--- src/rtl/cam_alu_sched.sv ---
// cam_alu_sched: round-robin front end for two requesters driving an external CAM ALU.
// Each request is loaded, issued one lane per cycle, and its results collected.
// Define CAM_SCHED_STATS_EN to add the per-requester grant counters gnt_cnt0/gnt_cnt1.
module cam_alu_sched #(
    parameter int LANES   = 8,
    parameter int CAM_LAT = 2
) (
    input  logic                 clk,
    input  logic                 rst_n,
    input  logic [1:0]           req_valid,
    output logic [1:0]           req_ready,
    input  logic [3:0]           req_op,
    input  logic [2*LANES*4-1:0] req_data_l,
    input  logic [2*LANES*4-1:0] req_data_r,
    output logic                 alu_write_en,
    output logic [1:0]           alu_controller,
    output logic [LANES*4-1:0]   alu_data_l,
    output logic [LANES*4-1:0]   alu_data_r,
    output logic [3:0]           alu_pe_l,
    output logic [3:0]           alu_pe_r,
    input  logic [5:0]           alu_res,
    output logic                 rsp_valid,
    input  logic                 rsp_ready,
    output logic                 rsp_id,
    output logic [LANES*6-1:0]   rsp_data,
`ifdef CAM_SCHED_STATS_EN
    output logic [15:0]          gnt_cnt0,
    output logic [15:0]          gnt_cnt1,
`endif
    output logic [2:0]           dbg_state_o
);
    // Handshakes: a transfer happens on a rising edge where valid and ready are both high.
    // The response holds id/data stable while rsp_valid is high and rsp_ready is low.
    localparam int LW = (LANES > 1) ? $clog2(LANES) : 1;
    localparam int DW = LANES * 4;

    typedef enum logic [2:0] {
        IDLE  = 3'd0,
        LOAD  = 3'd1,
        ISSUE = 3'd2,
        DRAIN = 3'd3,
        RESP  = 3'd4
    } state_t;

    state_t             state_q;
    logic               rr_q;
    logic [DW-1:0]      dl_q, dr_q;
    logic [LW-1:0]      lane_q;
    logic [CAM_LAT-1:0] pv_q;
    logic [LW-1:0]      pi_q [CAM_LAT];
    logic               wen_q;
    logic [1:0]         ctrl_q;
    logic [DW-1:0]      adl_q, adr_q;
    logic [3:0]         pel_q, per_q;
    logic               rsp_valid_q, rsp_id_q;
    logic [LANES*6-1:0] rsp_data_q;

    logic [1:0]         grant;
    logic [1:0]         accept;
    logic               gnt_idx;
    logic [1:0]         sel_op;
    logic [DW-1:0]      sel_dl, sel_dr;
    logic [LW-1:0]      lane_nx;
    logic [3:0]         pel_nx, per_nx;
    logic               last_lane;
    logic               cap_en;
    logic [LW-1:0]      cap_idx;

    // rr_q remembers the last granted requester; on contention the other one wins.
    always_comb begin
        grant = 2'b00;
        case (req_valid)
            2'b01:   grant = 2'b01;
            2'b10:   grant = 2'b10;
            2'b11:   grant = rr_q ? 2'b01 : 2'b10;
            default: grant = 2'b00;
        endcase
    end

    assign req_ready = (rst_n && (state_q == IDLE)) ? grant : 2'b00;
    assign accept    = req_valid & req_ready;
    assign gnt_idx   = accept[1];
    assign sel_op    = gnt_idx ? req_op[3:2] : req_op[1:0];
    assign sel_dl    = gnt_idx ? req_data_l[2*DW-1:DW] : req_data_l[DW-1:0];
    assign sel_dr    = gnt_idx ? req_data_r[2*DW-1:DW] : req_data_r[DW-1:0];
    assign lane_nx   = lane_q + 1'b1;
    assign pel_nx    = 4'(dl_q >> {lane_nx, 2'b00});
    assign per_nx    = 4'(dr_q >> {lane_nx, 2'b00});
    assign last_lane = (lane_q == LW'(LANES - 1));
    assign cap_en    = pv_q[CAM_LAT-1];
    assign cap_idx   = pi_q[CAM_LAT-1];

    always_ff @(posedge clk or negedge rst_n) begin
        if (!rst_n) begin
            state_q     <= IDLE;
            rr_q        <= 1'b1;
            dl_q        <= '0;
            dr_q        <= '0;
            lane_q      <= '0;
            pv_q        <= '0;
            for (int j = 0; j < CAM_LAT; j++) pi_q[j] <= '0;
            wen_q       <= 1'b0;
            ctrl_q      <= 2'b00;
            adl_q       <= '0;
            adr_q       <= '0;
            pel_q       <= 4'h0;
            per_q       <= 4'h0;
            rsp_valid_q <= 1'b0;
            rsp_id_q    <= 1'b0;
            rsp_data_q  <= '0;
        end else begin
            // Lane-index pipeline: an issued lane reaches the last stage CAM_LAT edges later.
            for (int j = CAM_LAT - 1; j > 0; j--) begin
                pv_q[j] <= pv_q[j-1];
                pi_q[j] <= pi_q[j-1];
            end
            pv_q[0] <= 1'b0;
            pi_q[0] <= lane_q;

            for (int k = 0; k < LANES; k++) begin
                if (cap_en && (cap_idx == LW'(k))) rsp_data_q[k*6 +: 6] <= alu_res;
            end

            case (state_q)
                IDLE: begin
                    if (|accept) begin
                        state_q  <= LOAD;
                        rr_q     <= gnt_idx;
                        rsp_id_q <= gnt_idx;
                        dl_q     <= sel_dl;
                        dr_q     <= sel_dr;
                        ctrl_q   <= sel_op;
                        wen_q    <= 1'b1;
                        adl_q    <= sel_dl;
                        adr_q    <= sel_dr;
                    end
                end
                LOAD: begin
                    state_q <= ISSUE;
                    wen_q   <= 1'b0;
                    adl_q   <= '0;
                    adr_q   <= '0;
                    lane_q  <= '0;
                    pel_q   <= dl_q[3:0];
                    per_q   <= dr_q[3:0];
                end
                ISSUE: begin
                    pv_q[0] <= 1'b1;
                    if (last_lane) begin
                        state_q <= DRAIN;
                        pel_q   <= 4'h0;
                        per_q   <= 4'h0;
                    end else begin
                        lane_q <= lane_nx;
                        pel_q  <= pel_nx;
                        per_q  <= per_nx;
                    end
                end
                DRAIN: begin
                    if (cap_en && (cap_idx == LW'(LANES - 1))) begin
                        state_q     <= RESP;
                        rsp_valid_q <= 1'b1;
                        ctrl_q      <= 2'b00;
                    end
                end
                RESP: begin
                    if (rsp_ready) begin
                        state_q     <= IDLE;
                        rsp_valid_q <= 1'b0;
                    end
                end
                default: state_q <= IDLE;
            endcase
        end
    end

    assign alu_write_en   = wen_q;
    assign alu_controller = ctrl_q;
    assign alu_data_l     = adl_q;
    assign alu_data_r     = adr_q;
    assign alu_pe_l       = pel_q;
    assign alu_pe_r       = per_q;
    assign rsp_valid      = rsp_valid_q;
    assign rsp_id         = rsp_id_q;
    assign rsp_data       = rsp_data_q;
    assign dbg_state_o    = state_q;

`ifdef CAM_SCHED_STATS_EN
    logic [15:0] cnt0_q, cnt1_q;

    // Saturating accept counters per requester.
    always_ff @(posedge clk or negedge rst_n) begin
        if (!rst_n) begin
            cnt0_q <= 16'd0;
            cnt1_q <= 16'd0;
        end else begin
            if (accept[0] && (cnt0_q != 16'hFFFF)) cnt0_q <= cnt0_q + 16'd1;
            if (accept[1] && (cnt1_q != 16'hFFFF)) cnt1_q <= cnt1_q + 16'd1;
        end
    end

    assign gnt_cnt0 = cnt0_q;
    assign gnt_cnt1 = cnt1_q;
`endif
endmodule

--- config.mk ---
export PLATFORM = sky130hd
export DESIGN_NAME = cam_alu_sched
export DESIGN_NICKNAME = d
export VERILOG_FILES = /design/src/rtl/cam_alu_sched.sv
export SDC_FILE = /design/constraint.sdc
export NUM_CORES = 1
export LEC_CHECK = 0
export CAP_MARGIN = 20
export CORE_MARGIN = 2
export CORE_UTILIZATION = 45
export DETAILED_ROUTE_END_ITERATION = 6
export HOLD_SLACK_MARGIN = 0.05
export PLACE_DENSITY = 0.77
export SLEW_MARGIN = 20
export SYNTH_ARGS = -nofsm -noshare
export SYNTH_HDL_FRONTEND = slang
export SYNTH_SLANG_ARGS = --single-unit
--- constraint.sdc ---
create_clock -name clk -period 3.2 [get_ports clk]
set_input_delay 0.32 -clock clk [delete_from_list [all_inputs] [get_ports clk]]
set_output_delay 0.32 -clock clk [all_outputs]
set_load 0.1 [all_outputs]
==> results.sh, run 1 <==
export IMPL_status="finished with violations"
export IMPL_violations="negative hold slack"
export IMPL_finalHoldViolCount=1
export IMPL_synthMuxAreaShare=0.118
export IMPL_drcViolationCount=0
export IMPL_wl_met2_mm=11.9
export IMPL_crit_family="simple AND/OR/NAND/NOR gates"
export IMPL_clock_fmax_ghz=0.398
export IMPL_synthArstFlopShare=1.00
export IMPL_initial_core_util=0.456
export IMPL_holdWs_ns=-0.000490
export IMPL_hold_buffers=0
export IMPL_start_kind="flip-flop"
export IMPL_die_area_um2=21500
export IMPL_yosys_area_top_type="dfrtp_1"
export IMPL_cpPeakStageDelay_ns=0.49
export IMPL_fillers=1586
export IMPL_synth_area_top_cells="dfrtp_1 (55%), a211oi_2 (8.7%), nor2_1 (8.0%), mux2_2 (5.2%), and3_1 (4.4%)"
export IMPL_path_class="reg2out"
export IMPL_yosysWarnings=0
export IMPL_slowest_stage="dfrtp_1"
export IMPL_die_w_um=147
export IMPL_cts_tree="yes"
export IMPL_period_minus_slack_ns=2.52
export IMPL_placementRows=52
export IMPL_syn_to_final_growth_pct=40.0
export IMPL_synth_top_family_by_area="simple AND/OR/NAND/NOR gates"
export IMPL_mostFrequentLayoutCells="clkdlybuf4s50_1 (261), dfrtp_1 (203), nor2_1 (195)"
export IMPL_grt_max_degree=150
export IMPL_rsz0062_at_grt="false"
export IMPL_yosys_area_share_simple=0.147
export IMPL_drv_cap=0
export IMPL_synth_flop_cell="dfrtp_1"
export IMPL_synth_edf_count=0
export IMPL_cts_buffer_depth=3
export IMPL_clk_latency_ns=0.49
export IMPL_wl_per_cell_um=18.6
export IMPL_syn_area_um2=9170
export IMPL_wl_met3_mm=1.76
export IMPL_mostFrequentLayoutCell="clkdlybuf4s50_1"
export IMPL_worst_setup_path_end_kind="output port"
export IMPL_antenna_cells=0
export IMPL_critPathMaxFanout=31
export IMPL_synth_xor_area_frac=0
export IMPL_hp_class="in2async"
export IMPL_drt_initial_drc_count=383
export IMPL_multi_input_area_um2=3750
export IMPL_post_cts_buffers=0
export IMPL_dp_hpwl_mm=17.3
export IMPL_drt_pass1_iter_count=5
export IMPL_place_gp_congestion=0.804
export IMPL_clkTransAtPathRegs_ns=0.06
export IMPL_synth_seq_area_share=0.557
export IMPL_cp_buffers_inverters=2
export IMPL_synth_compound_area_frac=0.139
export IMPL_numCtsBuffers=22
export IMPL_grt_pass1_vias=7227
export IMPL_required_ns=2.88
export IMPL_core_area_um2=20100
export IMPL_yosys_area_top_type_share=0.554
export IMPL_cts_sinks=204
export IMPL_maxUsedRoutingLayer="met4"
export IMPL_synth_cell_type_count=36
export IMPL_routed_wl_mm=24.7
export IMPL_ys_ff_latch=204
export IMPL_syn_mean_instance_area_um2=11.5
export IMPL_vias_per_cell=5.36
export IMPL_syn_num_nets=941
export IMPL_overflow=0
export IMPL_postRouteAntennaNets=0
export IMPL_worstMarginPinSlew_ns=1.05
export IMPL_synthCells=796
export IMPL_wirelength_met1_mm=10.5
export IMPL_nNetsFinal=1190
export IMPL_crit_arrival_ns=2.20
export IMPL_vias=7135
export IMPL_min_period_over_period=0.786
export IMPL_drv_slew=0
export IMPL_cts_root_buffer="clkbuf_16"
export IMPL_io_pins=273
export IMPL_grt_pass1_wl_mm=39.3
export IMPL_setup_tns_final_ns=0
export IMPL_die_y_um=147
export IMPL_cp_cell_sequence="nor4b_4 > buf_4 > and3_1 > buf_12"
export IMPL_port_buffers=272
export IMPL_cts_max_level=1
export IMPL_drive_gt1_frac=0.181
export IMPL_cts_resized_gates=0
export IMPL_max_slew_margin=0.296
export IMPL_finClkSkew_ns=0.00770
export IMPL_synth_adder_area_share=0.00273
export IMPL_final_setup_viol_count=0
export IMPL_antenna_found_initial=0
export IMPL_seq_area_um2=5110
export IMPL_groute_usage_overall=0.229
-- per-layer routing --
| layer | global-route usage | vias to the layer above |
|---|---|---|
| li1 | - | 3297 |
| met1 | 0.309 | 3516 |
| met2 | 0.382 | 284 |
| met3 | 0.0488 | 38 |
| met4 | 0.0592 | 0 |
| met5 | 0 | - |
-- worst reg2reg max path: cells and delay by family, from the launching register on --
kind / cells / cell delay (ns)
buffers and inverters: 2 / 0.65
DFF: 1 / 0.49
and+or+nand+nor: 2 / 0.55
AOI/OAI and AO/OA: 2 / 0.51
-- flip-flops by register name, indices dropped and copies added, names as in the netlist --
register,count
lane_q,3
alu_pe_r,4
rr_q,1
alu_controller,2
dr_q,32
rsp_id,1
pi_q,3
cap_idx,3
dbg_state_o,3
rsp_valid,1
alu_pe_l,4
rsp_data,48
alu_data_l,32
alu_write_en,1
pv_q,2
dl_q,32
alu_data_r,32
-- synthesized netlist by cell type (4+ instances only) --
master and number:
inv_1 5, dfrtp_1 203, buf_6 4, mux2_2 42, o21ai_0 71, a211oi_2 64, buf_4 6, clkbuf_1 23
nor2_1 195, nand2_1 10, buf_2 27, and3_1 65, mux2i_1 18, mux2_1 6, mux4_2 16, o22ai_1 8
-- through the flow --
step                cell area [um2]  hold WS, ns   util  std cells  setup WS [ns]
finish                        12800    -0.000490  0.639       1330          0.684
global route                  12800       0.0603  0.639       1330          0.579
CTS                           12800       0.0538  0.638       1330          0.656
detailed placement            12100        0.335  0.602       1291          0.890
global placement              12100        0.332  0.602       1291          0.898
floorplan                      9170       0.0244      -        796          0.352
-- area by class of cell --
class / instances / share of cell area
clock inverters: 6 / 0.00624
well taps: 270 / 0.0263
clock buffers: 33 / 0.0509
repair buffers: 287 / 0.225
inverters: 5 / 0.00146
flip-flops and latches: 204 / 0.398
multi-input cells: 525 / 0.292
-- logic make-up after synthesis --
family / Yosys count
buffers and inverters: 67
and+or+nand+nor: 290
DFF: 204
AOI/OAI and AO/OA: 151
muxes: 82
adders and majority gates: 2
-- worst paths after layout --
kind,from,endpoint,slack [ns],cells past startpoint
setup reg to reg,dbg_state_o[1]$_DFFE_PN0P_,alu_data_r[23]$_DFFE_PN0P_,0.91,6
setup / recovery,dbg_state_o[1]$_DFFE_PN0P_,req_ready[0],0.68,4
max in group asynchronous,rst_n,rsp_data[24]$_DFFE_PN0P_,2.01,3
min in group clk,pv_q[0]$_DFF_PN0_,pv_q[1]$_DFF_PN0_,0.35,0
hold / removal,rst_n,alu_data_r[3]$_DFFE_PN0P_,-0.0005,2
hold reg to reg,pv_q[0]$_DFF_PN0_,pv_q[1]$_DFF_PN0_,0.35,0
Power of run 1 is left out: the tool's default activity adds up to more than one toggle a clock period on the data nets, which glitch-free logic cannot reach.
==> run 2, diff against run 1 <==
clock period = 2.4 ns   (was 3.2 ns; I/O delays follow)
==> run 2 against run 1 <==
  * The flow now finishes without violations
  * Hold slack gained 0.35 ns
  * Register-to-register slack lost 0.56 ns
  * Global-route usage grew 0.92 points
  * Clock skew grew 0.0030 ns
  * Core utilization shrank 0.76 points
  * Flip-flop and latch count is the same
  * Largest cell class unchanged
==> results.sh, run 2 (synthesis gave the netlist of run 1 again) <==
export IMPL_drv_slew=0
export IMPL_drv_cap=0
export IMPL_cts_root_buffer="clkbuf_16"
export IMPL_port_buffers=272
export IMPL_largest_register_ffs=48
export IMPL_die_y_um=147
export IMPL_place_gp_congestion=0.815
export IMPL_numCtsBuffers=21
export IMPL_grt_max_degree=143
export IMPL_routed_wl_mm=25.7
export IMPL_setup_tns_final_ns=0
export IMPL_crit_top_cell="buf_12"
export IMPL_worstMarginPinSlew_ns=0.829
export IMPL_initial_core_util=0.456
export IMPL_antenna_found_initial=0
export IMPL_grt_pass1_vias=7403
export IMPL_drcViolationCount=0
export IMPL_max_slew_margin=0.448
export IMPL_core_area_um2=20100
export IMPL_cp_buffers_inverters=4
export IMPL_drt_pass1_iter_count=4
export IMPL_vias_per_cell=5.32
export IMPL_die_area_um2=21500
export IMPL_required_ns=2.16
export IMPL_worstReg2RegStart="dbg_state_o[0]$_DFFE_PN0P_"
export IMPL_cts_tree="yes"
export IMPL_cts_sinks=204
export IMPL_fillers=1615
export IMPL_status="complete, no violations"
export IMPL_wl_per_cell_um=19.2
export IMPL_crit_family="buffers and inverters"
export IMPL_slowest_stage="dfrtp_2"
export IMPL_start_kind="flip-flop"
export IMPL_postRouteAntennaNets=0
export IMPL_cts_buffer_depth=3
export IMPL_dp_hpwl_mm=17.8
export IMPL_cp_cell_sequence="nor4b_4 > buf_6 > nand2_4 > buf_12 > clkinvlp_4 > buf_12"
export IMPL_syn_to_final_growth_pct=38.4
export IMPL_cpPeakStageDelay_ns=0.46
export IMPL_period_minus_slack_ns=2.30
export IMPL_die_w_um=147
export IMPL_io_pins=273
export IMPL_antenna_cells=0
export IMPL_cts_max_level=1
export IMPL_worst_setup_path_end_kind="output port"
export IMPL_overflow=0
export IMPL_grt_pass1_wl_mm=40.7
export IMPL_nNetsFinal=1201
export IMPL_finalHoldViolCount=0
export IMPL_hp_class="reg2reg"
export IMPL_final_setup_viol_count=0
export IMPL_crit_arrival_ns=2.06
export IMPL_drt_initial_drc_count=396
export IMPL_finClkSkew_ns=0.0107
export IMPL_vias=7131
export IMPL_clock_fmax_ghz=0.435
export IMPL_min_period_over_period=0.958
export IMPL_crit_start="dbg_state_o[0]$_DFFE_PN0P_"
export IMPL_critPathMaxFanout=23
export IMPL_path_class="reg2out"
export IMPL_drive_gt1_frac=0.309
export IMPL_mostFrequentLayoutCell="dfrtp_1"
export IMPL_clk_latency_ns=0.49
export IMPL_rsz0062_at_grt="false"
export IMPL_hold_start="pi_q[5]$_DFF_PN0_"
export IMPL_mostFrequentLayoutCells="dfrtp_1 (200), nor2_1 (195), buf_4 (147)"
export IMPL_groute_usage_overall=0.238
export IMPL_clkTransAtPathRegs_ns=0.06
export IMPL_placementRows=52
## run 2: worst reg2reg max path: cells and delay by family, from the launching register on
kind / cells / cell delay [ns]
simple gates: 2 / 0.47
buf+inv: 3 / 0.61
compound gates: 2 / 0.44
flops: 1 / 0.46
## run 2: timing repair
| item | in CTS | in global routing |
|---|---|---|
| cloned | 0 | 0 |
| setup buffers | 0 | 4 |
| gates resized for setup | 4 | 0 |
| endpoints found under the hold margin | 141 | 0 |
| endpoints found under the setup margin | 1 | 1 |
| hold buffers | 1 | 0 |
| pin swaps | 0 | 1 |
## run 2: worst paths after layout
| path | to | slack (ns) | depth (start not counted) |
|---|---|---|---|
| setup reg to reg | alu_data_r[15]$_DFFE_PN0P_ | 0.35 | 7 |
| hold / removal | cap_idx[2]$_DFF_PN0_ | 0.35 | 0 |
| min in group asynchronous | rsp_data[20]$_DFFE_PN0P_ | 0.45 | 3 |
| max in group asynchronous | dbg_state_o[1]$_DFFE_PN0P_ | 0.59 | 4 |
| setup / recovery | req_ready[1] | 0.10 | 6 |
| hold reg to reg | cap_idx[2]$_DFF_PN0_ | 0.35 | 0 |
## run 2: metrics by stage
step                      hold slack (ns)  instance area, um2  utilization  worst slack [ns]  instances
after floorplan                   -0.0556                9180            -             0.127        796
after global placement              0.332               11900        0.591             0.204       1298
after detailed placement            0.336               11900        0.591             0.190       1298
after CTS                           0.349               12700        0.630           0.00342       1336
after global routing                0.351               12700        0.631            0.0234       1340
final                               0.346               12700        0.631             0.101       1340
## run 2: final cells by class
class	instances	area [um2]	area share
clock inverters	11	169	0.0133
flip-flops and latches	204	5110	0.403
clock buffers	26	584	0.0461
well taps	270	338	0.0266
repair buffers	299	2710	0.214
multi-input cells	525	3750	0.296
inverters	5	22.5	0.00178
## run 2: metal layers
layer / global-route usage / wire (um)
met1: 0.328 / 10900
met3: 0.0575 / 1970
met4: 0.0626 / 557
met5: 0 / 0
met2: 0.383 / 12300
Power of run 2 is left out for the same reason.
==> run 3, diff against run 2 <==
ABC_CLOCK_PERIOD_IN_PS = 2400   (was unset)
HOLD_SLACK_MARGIN = 0.15   (was 0.05)
==> results of run 3 <==
Final layout, timing and power as in run 2 (identical DEF).
Power of run 3 is left out for the same reason.
==> RTL change (flow settings as in run 3) <==
Change the parameter `CAM_LAT` from 2 to 1.
--- a/src/rtl/cam_alu_sched.sv
+++ b/src/rtl/cam_alu_sched.sv
@@ -5,3 +5,3 @@
     parameter int LANES   = 8,
-    parameter int CAM_LAT = 2
+    parameter int CAM_LAT = 1
 ) (
Function: changed (a bounded check fails within 10 cycles, from zero or initial values and one cycle with rst_n low).
==> RTL change against run 3 <==
Routed wire length rose by 2.0%. Area after synthesis fell by 0.90%. Fmax up 1.7%. Via count up 0.74%. Hold slack gained 73 ps. Final area shrank 1.2%. Sequential share of layout area fell by 0.32 points. Final cell count decreased by 0.45%. Sequential cell count shrank 4. Global-route usage grew 1.5 points. Worst setup slack improved by 38 ps. First-iteration DRC count increased by 14%. Critical endpoint unchanged. Highest routed layer is now met5.
Power is left out: the tool's default activity adds up to more than one toggle a clock period on the data nets, which glitch-free logic cannot reach.
==> RTL change: results (changes against run 3) <==
CTS HTree Levels = 4 (+3)
Drt first pass iters = 5 (+1)
Root Driver = clkbuf_16
Met2 WL post-DR = 12400 um (+1.4%)
Post-synth top cells = 199 x dfrtp_1, 195 x nor2_1, 71 x o21ai_0
Slew Limit Fails = 0 (unchanged)
Mux cell area share after synthesis = 0.119 (+0.00107)
Top Layer Used = met5
Asr flop ratio synth = 1.00 (unchanged)
Max-cap violations = 0 (unchanged)
Clock skew = 9.74 ps (-0.998 ps)
Slowest-stage cell, CP = dfrtp_2
Total GRT Usage = 0.253 (+0.0145)
Fraction of layout cells with a size suffix above 1 = 0.310 (+0.000579)
First DRT Iteration DRCs = 453 (+14%)
Synth Area in Compound Gates = 0.140 (+0.00126)
Fillers = 1581 (-2.1%)
CTS buffer count = 17 (-19%)
DP HPWL = 18400 um (+3.6%)
Vias in the first global route = 7430 (+0.36%)
Max-slew headroom = 0.391 (-0.0565)
Most frequent cell after synthesis = dfrtp_1
Ranking of synthesized cells by area = dfrtp_1 55%, a211oi_2 8.8%, nor2_1 8.1%
Vias/cell = 5.39 (+1.2%)
Synth Warn # = 0 (unchanged)
XOR/XNOR share of the synthesized area = 0 (unchanged)
Worst skew pair latency = 430 ps (-60 ps)
Met3 WL = 1820 um (-7.4%)
Gpl congestion = 0.840 (+3.0%)
Initial antenna violation count = 2 (+2)
Largest net degree at the start of global routing = 55 (-62%)
Critical Path Max Stage Delay = 480 ps (+20 ps)
Worst-path clk slew = 80 ps (+20 ps)
Clock buffer depth = 2 (-1)
Total routed wirelength = 26200 um (+2.0%)
Critical Path AT = 2020 ps (-40 ps)
Worst hold path type = reg -> reg
Post-synthesis adder-cell area fraction = 0.00275 (+0.0000248)
Critical Path Fanout Max = 20 (-13%)
Status = completed
Sequential fraction of the synthesis area = 0.551 (-0.00595)
WL met1 = 11100 um (+1.9%)
Max FFs per register = 48 (unchanged)
Number of port buffers = 272 (unchanged)
Yosys cell types = 36 (unchanged)
Final #Nets = 1200 (-0.083%)
Global-route wire length before repair = 42100 um (+3.4%)
Post-synthesis net count = 937 (-0.43%)
-- RTL change: timing repair --
item | 4_1_cts | 5_1_grt
gates resized for setup | 0 | 2
buffers inserted | 0 | 4
endpoints found under the hold margin | 92 | 0
hold buffers | 5 | 0
endpoints found under the setup margin | 0 | 2
-- RTL change: final cells by class --
cell class	instances	area (um2)	area share
clock inverters	14	206	0.0165
inverters	5	22.5	0.00180
multi-input cells	525	3750	0.299
flip-flops and latches	200	5010	0.400
diodes	1	2.50	0.000200
well taps	265	332	0.0264
repair buffers	306	2780	0.222
clock buffers	18	429	0.0342
-- RTL change: critical path, delay by kind of cell (launching register included) --
kind                   cells  cell delay, ps
buffers and inverters      4             730
and+or+nand+nor            2             370
DFF                        1             480
-- RTL change: worst paths after layout --
kind	startpoint	endpoint	slack, ps	depth (start not counted)
setup / recovery	dbg_state_o[1]	req_ready[1]	140	6
hold / removal	lane_q[2]	cap_idx[2]	420	0
setup reg to reg	dbg_state_o[1]	alu_data_r[14]	360	7
hold reg to reg	lane_q[2]	cap_idx[2]	420	0
max in group asynchronous	rst_n	dbg_state_o[0]	460	4
min in group asynchronous	rst_n	dl_q[29]	530	2
-- RTL change: kinds of logic (layout without fill, tap and decap cells) --
family | Yosys count | in the layout
simple gates | 290 | 290
buf+inv | 67 | 343
compound gates | 151 | 151
flops | 200 | 200
fa+ha+maj | 2 | 2
mux | 82 | 82
other cells | 0 | 1
-- RTL change: per-layer routing --
metal | track usage | vias up
li1 | - | 3311
met1 | 0.339 | 3524
met2 | 0.396 | 293
met3 | 0.0663 | 54
met4 | 0.100 | 2
met5 | 0 | -
-- RTL change: stage by stage --
step	util	setup slack [ps]	instances	hold slack, ps	area (um2)
final	0.638	139	1334	419	12500
after detailed placement	0.600	387	1292	109	11800
after global routing	0.638	11.2	1334	442	12500
after floorplan	-	127	792	-55.6	9100
after global placement	0.600	416	1292	106	11800
after CTS	0.636	3.76	1329	419	12500
